<file path="src/rtl/fft_pkg.sv">
// ---------------------------------------------------------------------------
// fft_pkg
//
// Shared types and arithmetic helpers for the streaming FFT stages.
//
// Contents:
//   FFT_DW     default component width of the FFT datapath
//   cplx_t     packed complex sample, {re, im}, each FFT_DW bits signed
//   sat_half() halve-with-rounding and saturate, used on every butterfly
//              output so that each stage's dynamic range stays at DW bits
// ---------------------------------------------------------------------------
package fft_pkg;

    localparam int FFT_DW = 12;

    typedef struct packed {
        logic signed [FFT_DW-1:0] re;
        logic signed [FFT_DW-1:0] im;
    } cplx_t;

    // Halve a (DW+1)-bit sum or difference with round-half-up, then clamp
    // to the signed DW-bit range. Only max - min can exceed the range after
    // halving, so the clamp is a corner case rather than the common path.
    // The value is carried in an int so that one function serves every
    // stage width; the caller truncates the result back to DW bits.
    function automatic int sat_half(input int v, input int dw);
        int rounded;
        int hi;
        int lo;
        rounded = (v + 1) >>> 1;
        hi      = (1 <<< (dw - 1)) - 1;
        lo      = -(1 <<< (dw - 1));
        if (rounded > hi) begin
            return hi;
        end
        if (rounded < lo) begin
            return lo;
        end
        return rounded;
    endfunction

endpackage

</file>
<file path="src/rtl/delay_line.sv">
// ---------------------------------------------------------------------------
// delay_line
//
// Enable-gated shift register used as the feedback memory of an SDF stage.
// A word written on one enabled cycle appears at dout after LEN further
// enabled cycles, i.e. dout always shows the word written LEN strobes ago.
//
// Ports:
//   clk   clock
//   rst   synchronous active-high reset, clears every stage to zero
//   en    shift enable; all stages hold while low
//   din   word entering the line (DW bits)
//   dout  word leaving the line (DW bits), combinational from the last stage
// ---------------------------------------------------------------------------
module delay_line #(
    parameter int DW  = 24,
    parameter int LEN = 8
) (
    input  logic          clk,
    input  logic          rst,
    input  logic          en,
    input  logic [DW-1:0] din,
    output logic [DW-1:0] dout
);

    logic [DW-1:0] sr_q [LEN];
    logic [DW-1:0] sr_d [LEN];

    always_comb begin
        sr_d = sr_q;
        if (en) begin
            sr_d[0] = din;
            for (int i = 1; i < LEN; i++) begin
                sr_d[i] = sr_q[i-1];
            end
        end
    end

    always_ff @(posedge clk) begin
        if (rst) begin
            for (int i = 0; i < LEN; i++) begin
                sr_q[i] <= '0;
            end
        end else begin
            sr_q <= sr_d;
        end
    end

    assign dout = sr_q[LEN-1];

endmodule

</file>
<file path="src/rtl/sdf_r2_butterfly.sv">
// ---------------------------------------------------------------------------
// sdf_r2_butterfly
//
// Radix-2 decimation-in-frequency butterfly with single-delay-feedback
// control, one per stage of the streaming FFT. A frame is 2*LEN samples:
//   first half  : incoming samples are parked in the delay line, while the
//                 previous frame's parked differences are emitted with their
//                 twiddle index
//   second half : the parked sample and the incoming one form S(a+b), which
//                 is emitted, and S(a-b), which is parked for the next frame
//
// Ports:
//   clk, rst        clock, synchronous active-high reset
//   valid_in        input sample strobe (no backpressure)
//   x_re, x_im      input sample, DW bits signed each
//   y_valid         output strobe, one cycle after the producing valid_in
//   y_re, y_im      output sample, held between strobes
//   y_first         first output of a frame (sum, index 0)
//   y_last          last output of a frame (difference, index LEN-1)
//   tw_en           output is a difference and needs W^tw_idx downstream
//   tw_idx          twiddle index, KW bits
// ---------------------------------------------------------------------------
module sdf_r2_butterfly
    import fft_pkg::*;
#(
    parameter  int DW  = 12,
    parameter  int LEN = 8,
    localparam int KW  = (LEN > 1) ? $clog2(LEN) : 1,
    localparam int CW  = $clog2(2 * LEN)
) (
    input  logic                 clk,
    input  logic                 rst,
    input  logic                 valid_in,
    input  logic signed [DW-1:0] x_re,
    input  logic signed [DW-1:0] x_im,
    output logic                 y_valid,
    output logic signed [DW-1:0] y_re,
    output logic signed [DW-1:0] y_im,
    output logic                 y_first,
    output logic                 y_last,
    output logic                 tw_en,
    output logic [KW-1:0]        tw_idx
);

    logic [CW-1:0]        cnt_q,     cnt_d;
    logic                 primed_q,  primed_d;
    logic                 y_valid_q, y_valid_d;
    logic                 y_first_q, y_first_d;
    logic                 y_last_q,  y_last_d;
    logic                 tw_en_q,   tw_en_d;
    logic [KW-1:0]        tw_idx_q,  tw_idx_d;
    logic signed [DW-1:0] y_re_q,    y_re_d;
    logic signed [DW-1:0] y_im_q,    y_im_d;

    logic                 phase;
    logic [KW-1:0]        k;
    logic [2*DW-1:0]      dl_din;
    logic [2*DW-1:0]      dl_dout;
    logic signed [DW-1:0] a_re, a_im;
    logic signed [DW:0]   sum_re_w, sum_im_w, dif_re_w, dif_im_w;
    logic signed [DW-1:0] sum_re, sum_im, dif_re, dif_im;

    // Since 2*LEN is a power of two, the counter wraps naturally and its
    // MSB is the half-frame flag. Masking with LEN-1 yields the in-half
    // index and also covers LEN = 1, where the index is always zero.
    assign phase = cnt_q[CW-1];
    assign k     = KW'(cnt_q & CW'(LEN - 1));

    delay_line #(
        .DW  (2 * DW),
        .LEN (LEN)
    ) u_delay_line (
        .clk  (clk),
        .rst  (rst),
        .en   (valid_in),
        .din  (dl_din),
        .dout (dl_dout)
    );

    assign a_re = dl_dout[2*DW-1:DW];
    assign a_im = dl_dout[DW-1:0];

    // Butterfly arithmetic, one guard bit wide so that neither the sum nor
    // the difference can wrap before it is halved and saturated.
    always_comb begin
        sum_re_w = {a_re[DW-1], a_re} + {x_re[DW-1], x_re};
        sum_im_w = {a_im[DW-1], a_im} + {x_im[DW-1], x_im};
        dif_re_w = {a_re[DW-1], a_re} - {x_re[DW-1], x_re};
        dif_im_w = {a_im[DW-1], a_im} - {x_im[DW-1], x_im};
        sum_re   = DW'(sat_half(int'(sum_re_w), DW));
        sum_im   = DW'(sat_half(int'(sum_im_w), DW));
        dif_re   = DW'(sat_half(int'(dif_re_w), DW));
        dif_im   = DW'(sat_half(int'(dif_im_w), DW));
    end

    // Stage control and output selection. Strobe flags default low every
    // cycle; data registers and tw_idx hold until a strobe replaces them.
    // Outputs in the first half wait for primed, because until one full
    // half-frame has been parked the delay line holds no real differences.
    always_comb begin
        cnt_d     = cnt_q;
        primed_d  = primed_q;
        y_valid_d = 1'b0;
        y_first_d = 1'b0;
        y_last_d  = 1'b0;
        tw_en_d   = 1'b0;
        tw_idx_d  = tw_idx_q;
        y_re_d    = y_re_q;
        y_im_d    = y_im_q;
        dl_din    = {x_re, x_im};

        if (valid_in) begin
            cnt_d = cnt_q + CW'(1);
            if (cnt_q == CW'(LEN - 1)) begin
                primed_d = 1'b1;
            end

            if (!phase) begin
                dl_din = {x_re, x_im};
                if (primed_q) begin
                    y_valid_d = 1'b1;
                    y_re_d    = a_re;
                    y_im_d    = a_im;
                    tw_en_d   = 1'b1;
                    tw_idx_d  = k;
                    y_last_d  = (k == KW'(LEN - 1));
                end
            end else begin
                dl_din    = {dif_re, dif_im};
                y_valid_d = 1'b1;
                y_re_d    = sum_re;
                y_im_d    = sum_im;
                y_first_d = (k == '0);
                tw_idx_d  = '0;
            end
        end
    end

    always_ff @(posedge clk) begin
        if (rst) begin
            cnt_q     <= '0;
            primed_q  <= 1'b0;
            y_valid_q <= 1'b0;
            y_first_q <= 1'b0;
            y_last_q  <= 1'b0;
            tw_en_q   <= 1'b0;
            tw_idx_q  <= '0;
            y_re_q    <= '0;
            y_im_q    <= '0;
        end else begin
            cnt_q     <= cnt_d;
            primed_q  <= primed_d;
            y_valid_q <= y_valid_d;
            y_first_q <= y_first_d;
            y_last_q  <= y_last_d;
            tw_en_q   <= tw_en_d;
            tw_idx_q  <= tw_idx_d;
            y_re_q    <= y_re_d;
            y_im_q    <= y_im_d;
        end
    end

    assign y_valid = y_valid_q;
    assign y_first = y_first_q;
    assign y_last  = y_last_q;
    assign tw_en   = tw_en_q;
    assign tw_idx  = tw_idx_q;
    assign y_re    = y_re_q;
    assign y_im    = y_im_q;

endmodule

</file>
<file path="config.mk">
export PLATFORM = sky130hd
export DESIGN_NAME = sdf_r2_butterfly
export DESIGN_NICKNAME = d
export VERILOG_FILES = /design/src/rtl/fft_pkg.sv /design/src/rtl/delay_line.sv /design/src/rtl/sdf_r2_butterfly.sv
export SDC_FILE = /design/constraint.sdc
export NUM_CORES = 1
export LEC_CHECK = 0
export BUFFER_PORTS_ARGS = -buffer_cell sky130_fd_sc_hd__buf_2
export CORE_MARGIN = 3
export CORE_UTILIZATION = 55
export DETAILED_ROUTE_END_ITERATION = 10
export PLACE_DENSITY = 0.69
export REMOVE_ABC_BUFFERS = 1
export SLEW_MARGIN = 20
export SYNTH_ARGS = -nofsm -noshare
export SYNTH_HDL_FRONTEND = slang
export SYNTH_SLANG_ARGS = --single-unit
</file>
<file path="constraint.sdc">
create_clock -name clk -period 3.35 [get_ports clk]
set_input_delay 0.67 -clock clk [delete_from_list [all_inputs] [get_ports clk]]
set_output_delay 0.67 -clock clk [all_outputs]
set_load 0.05 [all_outputs]
</file>
==> summary.md <==
| Metric | Value |
|---|---|
| Outcome | `completed` |
| P per Cell Area | `476 nW/um^2` |
| Final WS setup | `0.321 ns` |
| # diodes | `0` |
| Endpoints failing hold | `0` |
| Pre-CTS WS | `-0.101 ns` |
| Worst-margin pin slew | `between 0.8 and 0.9 ns` |
| Die area | `21600 um^2` |
| Drt wl/cell | `15.6 um` |
| Final WL | `24.4 mm` |
| Initial antenna violation count | `0` |
| Detailed Place HPWL | `17.0 mm` |
| DR vias/cell | `5.40` |
| Placed Area | `11900 um^2` |
| Total Routing Usage GR | `22.6%` |
| Final hold slack | `between 0.4 and 0.5 ns` |
| Worst EP required | `3.73 ns` |
| Yosys reg bits | `between 200 and 250` |
| Global-route wire length before repair | `41.2 mm` |
| Post-layout min period | `3.03 ns` |
| Layout Nets | `1388` |
| Antenna-violating nets left | `0` |
| Largest delay contributor family on the critical path | `compound AO/OA/AOI/OAI gates` |
| Max IR drop VDD | `0.411 mV` |
| Cell area after layout | `roughly 13000 um^2` |
| Clk root buf | `clkbuf_16` |
| CP bufs+invs | `3` |
| Fin crit share | `90.4%` |
| Worst EP arrival | `between 3 and 4 ns` |
| Max Root-Sink Buffers | `3` |
| Top-count cell post-synth | `nor2_1` |
| CP Launch Type | `flip-flop` |
| Area Overhead vs Synth | `16.6%` |
| Total CTS buffers | `25` |
| Number of fillers in the final layout | `between 1500 and 2000` |
| Top-area cell type share of the netlist area | `41.7%` |
| Max_cap viols | `0` |
| Initial drt markers | `412` |
| CTS Hold Bufs | `0` |
| Num rows | `50` |
| Synth Flop Type | `dfxtp_1` |
| Yosys cell types | `66` |
| Lkg Pwr | `0.00591 uW` |
| Grt ovf | `0` |
| R2R cell count | `14` |
| Netlist Area Pre-Place | `11000 um^2` |
| Clock latency on the worst-skew pair | `0.51 ns` |
| Cell type with the highest aggregate area in the netlist | `dfxtp_1` |
| Post-synth EDFFs | `0` |
| CP cell instances | `inv_1 > ha_1 > inv_1 > ha_1 > fa_1 > a21o_1 > a22oi_1 > a21oi_1 > a41o_1 > mux2i_2 > buf_4 > nand2_1 > a21oi_1 > nor3_1` |
| Critical path capture point | `u_delay_line.sr_q[177]` |
| Post-CTS Setup Bufs | `0` |
| Drt first pass iters | `5` |
| Setup Skew | `0.00884 ns` |
| Vias in the first global route | `just over 8000` |
| Via count | `8442` |
| Worst reg2reg endpoint | `u_delay_line.sr_q[177]` |
| Source of the critical timing path | `u_delay_line.dout[1]` |
| Sequential element share of the synthesized area | `roughly two fifths` |
| Die extent in y | `between 100 and 150 um` |
| Commonest cells post-synth | `230 x nor2_1, 228 x dfxtp_1, 173 x mux2i_1, 71 x a21oi_1, 71 x ha_1` |
| CP peak stage delay | `0.42 ns` |
| I/O pin count | `58` |
| Design Power | `6070 uW` |
| Slowest CP cell | `fa_1` |
| # DRC | `0` |
| Final Max Slew Viols | `0` |
| RSZ-0062 raised after global routing | `false` |
| Hold WC Path Type | `flip-flop to flip-flop` |
| CTS tree | `built` |
| Starting Density | `57.2%` |
| Final setup viols | `0` |
| Max transition margin | `43.9%` |
| Clock transition at the registers of the reported paths | `0.07 ns` |
| Syn. warnings | `0` |
| CTS sink count | `228` |
| Die Wd | `147 um` |
| Element type at the critical path end | `flip-flop` |
| Share of cells above drive strength 1 | `15.0%` |
| H-tree levels | `1` |
| Sum Neg Setup Slack | `0 ns` |
| Core area | `19100 um^2` |
| WP depth | `14` |
| Buffers on Ports | `57` |
| Post-synth ARST share | `0%` |
| Synthesized area per cell | `9.17 um^2` |
| Synth area leaders | `dfxtp_1 42%, mux2i_1 16%, ha_1 8.1%` |
| R2r setup slk | `roughly 0.32 ns` |
| CP Max Fanout | `5` |
| Cell count after synthesis | `between 1000 and 1500` |
| Routability cong. | `0.892` |
| CP Class | `flip-flop to flip-flop` |
| Largest net degree at the start of global routing | `93` |
| Max Clock Freq | `0.330 GHz` |
| Reg2reg start | `u_delay_line.dout[1]` |
-- cells by family (layout without fill, tap and decap cells) --
| family | Yosys count | in the layout | share of synthesized area [%] |
|---|---|---|---|
| AO/OA/AOI/OAI | 206 | 206 | 12.3 |
| multiplexers | 173 | 173 | 15.8 |
| buffers and inverters | 108 | 217 | 3.74 |
| adder cells (fa/ha/maj) | 77 | 77 | 9.04 |
| XOR/XNOR | 36 | 36 | 2.95 |
| AND/OR/NAND/NOR | 367 | 367 | 14.5 |
| flip-flops | 228 | 228 | 41.7 |
-- metal layers --
metal  GRT usage [%]  up-vias  share of wire [%]
li1                -     4310                  -
met1            34.0     3959                 51
met2            34.8      141                 43
met3            3.08       32                4.0
met4            4.61        0                1.5
met5               0        -                  0
-- flip-flops by register name, indices dropped and copies added, names as in the netlist --
signal             flops
tw_idx                 3
y_re                  12
y_first                1
cnt_q                  4
u_delay_line.sr_q    168
y_im                  12
primed_q               1
tw_en                  1
y_valid                1
y_last                 1
u_delay_line.dout     24
-- through the flow --
stage | utilization, % | instances
detailed placement | 62.1 | 1519
finish | 66.7 | 1564
CTS | 66.6 | 1564
floorplan | - | 1136
global route | 66.7 | 1564
global placement | 62.1 | 1519
-- report_power, final --
| group | switching (uW) | total (uW) | internal, uW | leakage (uW) |
|---|---|---|---|---|
| Combinational | 255 | 445 | 190 | 0.00364 |
| Sequential | 27.5 | 2780 | 2750 | 0.00184 |
| Clock | 1100 | 2850 | 1750 | 0.000422 |
| Total | 1380 | 6070 | 4690 | 0.00591 |
-- cell type report --
type | count | area, um^2 | area share (%)
Clock buffer | 31 | 678 | 5.31
Clock inverter | 14 | 186 | 1.46
Inverter | 49 | 184 | 1.44
Multi-Input combinational cell | 859 | 5990 | 46.9
Sequential cell | 228 | 4570 | 35.8
Tap cell | 260 | 325 | 2.55
Timing Repair Buffer | 123 | 835 | 6.54
-- layout by cell type (no fill, tap or decap), types with 4 or more instances in the layout --
cell	count
nor4_1	9
nor2b_1	12
a221oi_1	4
nand2_1	44
o22ai_1	7
a211oi_1	5
fa_1	4
o2111ai_1	4
xor2_1	16
o21bai_1	7
inv_1	48
o21ai_0	48
and3_1	9
buf_2	55
o21a_1	4
or3_1	7
nand2b_1	11
bufinv_16	4
dfxtp_1	227
clkbuf_16	25
ha_1	71
mux2i_1	172
nor3_1	21
a21o_1	9
xnor2_1	19
clkinv_2	5
buf_4	63
o211ai_1	5
a311oi_1	4
o21ba_2	4
nand3_1	6
a21oi_1	70
nor2_1	230
-- worst reg2reg max path, delay by kind of cell, from the launching register on --
kind                     cells  cell delay [ns]
AO/OA/AOI/OAI                5             1.01
adder cells (fa/ha/maj)      3             0.93
flip-flops                   1             0.37
buffers and inverters        3             0.25
multiplexers                 1             0.21
AND/OR/NAND/NOR              2             0.14
-- how the worst min path moves through the flow --
| stage | start | end | slack [ns] | cells past startpoint |
|---|---|---|---|---|
| 2_1_floorplan | u_delay_line.sr_q[170] | u_delay_line.sr_q[170] | 0.42 | 2 |
| 3_3_place_gp | y_im[3] | y_im[3] | 0.43 | 1 |
| 3_5_place_dp | y_im[9] | y_im[9] | 0.44 | 1 |
| 4_1_cts | y_im[9] | y_im[9] | 0.45 | 1 |
| 5_1_grt | y_im[9] | y_im[9] | 0.49 | 1 |
| 6_report | y_im[3] | y_im[3] | 0.45 | 1 |
-- timing repair --
item / CTS / global route
resized for setup: 0 / 4
endpoints found under the setup margin: 0 / 13
hold endpoints to repair: 0 / 0
No activity file was read; power rests on OpenSTA's default activity.
